File: src/rtl/hdlc_frame_detector.sv
// HDLC receive-path monitor: counts consecutive 1s on a serial bit stream and
// flags stuffed-zero discards, frame flags and abort/error runs (Moore FSM).
module hdlc_frame_detector (
  input  logic clk,
  input  logic reset,
  input  logic in,
  output logic disc,
  output logic flag,
  output logic err
);

  typedef enum logic [3:0] {
    S0     = 4'd0,
    S1     = 4'd1,
    S2     = 4'd2,
    S3     = 4'd3,
    S4     = 4'd4,
    S5     = 4'd5,
    S6     = 4'd6,
    S_ERR  = 4'd7,
    S_DISC = 4'd8,
    S_FLAG = 4'd9
  } state_e;

  state_e state_q;
  state_e state_d;

  // NOTE: state registers use non-blocking assignments so every flop samples
  // the pre-edge value of its inputs, regardless of process ordering.
  always_ff @(posedge clk) begin
    if (reset) begin
      state_q <= S0;
    end else begin
      state_q <= state_d;
    end
  end

  // NOTE: state_d gets a default before the case so no path leaves it
  // unassigned, which would otherwise infer a latch.
  always_comb begin
    state_d = S0;
    unique case (state_q)
      S0:      state_d = in ? S1     : S0;
      S1:      state_d = in ? S2     : S0;
      S2:      state_d = in ? S3     : S0;
      S3:      state_d = in ? S4     : S0;
      S4:      state_d = in ? S5     : S0;
      S5:      state_d = in ? S6     : S_DISC;
      S6:      state_d = in ? S_ERR  : S_FLAG;
      S_ERR:   state_d = in ? S_ERR  : S0;
      // The terminating 0 of a discard or flag doubles as the leading 0 of
      // the next run, so a following 1 is already the first counted 1.
      S_DISC:  state_d = in ? S1     : S0;
      S_FLAG:  state_d = in ? S1     : S0;
      default: state_d = S0;
    endcase
  end

  always_comb begin
    disc = (state_q == S_DISC);
    flag = (state_q == S_FLAG);
    err  = (state_q == S_ERR);
  end

endmodule

File: config.mk
export PLATFORM = sky130hd
export DESIGN_NAME = hdlc_frame_detector
export DESIGN_NICKNAME = d
export VERILOG_FILES = /design/src/rtl/hdlc_frame_detector.sv
export SDC_FILE = /design/constraint.sdc
export NUM_CORES = 1
export LEC_CHECK = 0
export BUFFER_PORTS_ARGS = -buffer_cell sky130_fd_sc_hd__buf_2
export CAP_MARGIN = 40
export CELL_PAD_IN_SITES_DETAIL_PLACEMENT = 1
export CELL_PAD_IN_SITES_GLOBAL_PLACEMENT = 1
export CORE_AREA = 4 4 41 43
export DETAILED_ROUTE_END_ITERATION = 12
export DIE_AREA = 0 0 45 47
export PLACE_DENSITY = 0.44
export SLEW_MARGIN = 20
export SYNTH_ARGS = -nofsm -noshare
export SYNTH_HDL_FRONTEND = slang
export SYNTH_SLANG_ARGS = --single-unit
File: constraint.sdc
create_clock -name clk -period 1.46 [get_ports clk]
set_clock_uncertainty 0.2 [all_clocks]
set_input_delay 0.073 -clock clk [delete_from_list [all_inputs] [get_ports clk]]
set_output_delay 0.073 -clock clk [all_outputs]
set_load 0.01 [all_outputs]
==> run summary <==
Syn Nets = 29
Total power = 272 uW
Startpoint Class = input port
Comb pwr share = 7.9%
Hold Fails Final Rpt = 0
Total GRT Usage = 5.61%
Initial antenna violation count = 0
CTS tree = done
Max FFs per register = 4
Skew-Pair Late Insertion Delay = 0.23 ns
Gate count after technology mapping = 26
H-tree levels = 1
Leak pwr = 0.121 nW
Via-to-Cell Ratio = 4.08
P_sw = 54.5 uW
Max FO, Critical Path = 3
Warnings from Yosys = 0
Die Y-Extent = 47 microns
Core ar. = 1300 sq um
Crit path buf inv count = 3
Port Buffers = 5
TritonCTS buffer count = 3
CP max-delay cell = dlygate4sd3_1
Worst-margin pin slew = 0.261 ns
Most flop-heavy register = state_q
Root Buffer = clkbuf_4
Tcrit/Tclk final = 95.4%
IO Pins = 6
Vias post-DR = 204
RSZ-0062 raised after global routing = false
First-pass GRT wire length = 807 microns
Sequential area share after synthesis = 38.3%
Die width = 45 microns
Internal power = 217 uW
Crit path max-delay family = buffers and inverters
Outcome = complete, no violations
Kind of critical path = in2reg
Share of layout cells above drive strength 1 = 34.3%
Minimum clock period = 1.39 ns
Hold WC Path Type = in2reg
Worst VDD drop = 0.000245 V
Post-Route WL = 505 microns
Nets = 40
Power Density = 928 nW/um^2
Mapped Area = 209 sq um
Arr. time, crit path = 1.35 ns
Largest regs = state_q: 4 flops
Reg power frac = 43.5%
Final core utilization = 22.5%
FP Rows = 13
Placed wire-length estimate = 406 microns
Area delta synth->final = 40.1%
Number of max-cap violations = 0
Max clock buf depth = 2
Slew Viols, Final = 0
Clock tree sinks = 4
Synth Register Bits = 4
Synth unique cells = 15
Clock slew at reported path FFs = 0.04 ns
DIE AREA = 2120 sq um
DRC = 0
Number of global-route vias before repair = 192
Final ANT Viol Nets = 0
Critical path, cell by cell = dlygate4sd3_1 -> buf_2 -> inv_1 -> or3_4 -> nor3_2
Rel. slew slack = 82.6%
Clock power share = 48.7%
Sw Share = 20.1%
Worst setup EP type = register
Total negative slack = 0 ns
Initial drt markers = 4
Max stage delay on crit path = 0.52 ns
Largest net degree at the start of global routing = 9
Starting Density = 16.1%
Post-CTS setup buffers = 0
Syn Area/Cell = 8.04 sq um
F_max = 718 MHz
Grt ovf = 0
DRT Pass-1 Iters = 2
Placer Congestion = 0.661
ANT cells = 0
Filler Cell Count = 169
Drt wl/cell = 10.1 microns
Worst Path Required = 1.41 ns
Final setup viols = 0
kinds of logic (layout without fill, tap and decap cells):
| family | Yosys count | after routing | synth area share, % |
|---|---|---|---|
| and+or+nand+nor | 15 | 15 | 41.3 |
| buffers and inverters | 2 | 11 | 4.19 |
| DFF | 4 | 4 | 38.3 |
| AOI/OAI and AO/OA | 4 | 4 | 12.0 |
| xor gates and xnor gates | 1 | 1 | 4.19 |
worst register-to-register path, cell delays in order (launching register included):
cell	delay [ns]
dfxtp_1	0.46
and4bb_2	0.27
a31oi_1	0.15
a21oi_1	0.08
cell usage in the layout, fill, tap and decap left out:
master	instances
buf_2	5
nor3_2	1
a31oi_1	1
clkbuf_4	3
dlygate4sd3_1	2
nand2_1	3
and4bb_2	1
dfxtp_1	4
or3_4	1
a21oi_1	2
nor4_1	1
nand2b_1	1
a211o_1	1
nor2_1	5
inv_1	1
and3_1	1
nor2_2	1
xnor2_1	1
per-stage QoR:
stage	instances	hold slack (ns)	worst slack, ns	instance area, sq um
floorplan	26	-0.0579	0.280	209
global placement	45	0.0587	0.216	248
finish	50	0.361	0.0673	293
global route	50	0.390	0.0161	293
CTS	50	0.362	0.0606	290
detailed placement	45	0.0647	0.197	248
path summary, 6_finish.rpt:
path | start | end | slack (ns) | cells after the start
worst min-delay path | reset | state_q[0] | 0.36 | 3
worst max register to register | state_q[0] | state_q[0] | 0.18 | 3
worst max-delay path | in | state_q[1] | 0.07 | 5
worst min register to register | state_q[2] | state_q[2] | 0.38 | 2
cell usage after synthesis:
library cell / instances / area [sq um]
nor2_1: 6 / 22.5
dfxtp_1: 4 / 80.1
nand2_1: 3 / 11.3
a21oi_1: 2 / 10.0
a211o_1: 1 / 8.76
a31oi_1: 1 / 6.26
and3_1: 1 / 6.26
and4bb_2: 1 / 12.5
buf_2: 1 / 5.00
inv_1: 1 / 3.75
nand2b_1: 1 / 6.26
nor3_2: 1 / 10.0
nor4_1: 1 / 6.26
or3_4: 1 / 11.3
xnor2_1: 1 / 8.76
power by group through the flow:
stage | Combinational, mW | Sequential, mW | Clock [mW]
finish | 0.0213 | 0.118 | 0.132
floorplan | 0.0150 | 0.116 | 0
global placement | 0.0168 | 0.119 | 0
global route | 0.0236 | 0.119 | 0.143
detailed placement | 0.0172 | 0.120 | 0
CTS | 0.0215 | 0.118 | 0.140
routing by layer:
| layer | part of all wire (%) | vias up | GRT usage [%] |
|---|---|---|---|
| li1 | - | 109 | - |
| met1 | 47 | 92 | 7.05 |
| met2 | 49 | 3 | 7.06 |
| met3 | 4.4 | 0 | 1.15 |
| met4 | 0 | 0 | 7.02 |
| met5 | 0 | - | 0 |
final cells by class:
class | count | area, sq um | area share [%]
tap | 15 | 18.8 | 6.41
sequential | 4 | 80.1 | 27.4
clock buffer | 3 | 22.5 | 7.69
multi-input combinational | 20 | 123 | 41.9
inverter | 1 | 3.75 | 1.28
timing repair buffer | 7 | 45.0 | 15.4
what timing repair did:
| item | in CTS | in global routing |
|---|---|---|
| hold buffers | 2 | 0 |
| endpoints found under the hold margin | 4 | 0 |
| endpoints found under the setup margin | 0 | 1 |
| resized for setup | 0 | 1 |
No activity file was read; power rests on OpenSTA's default activity.
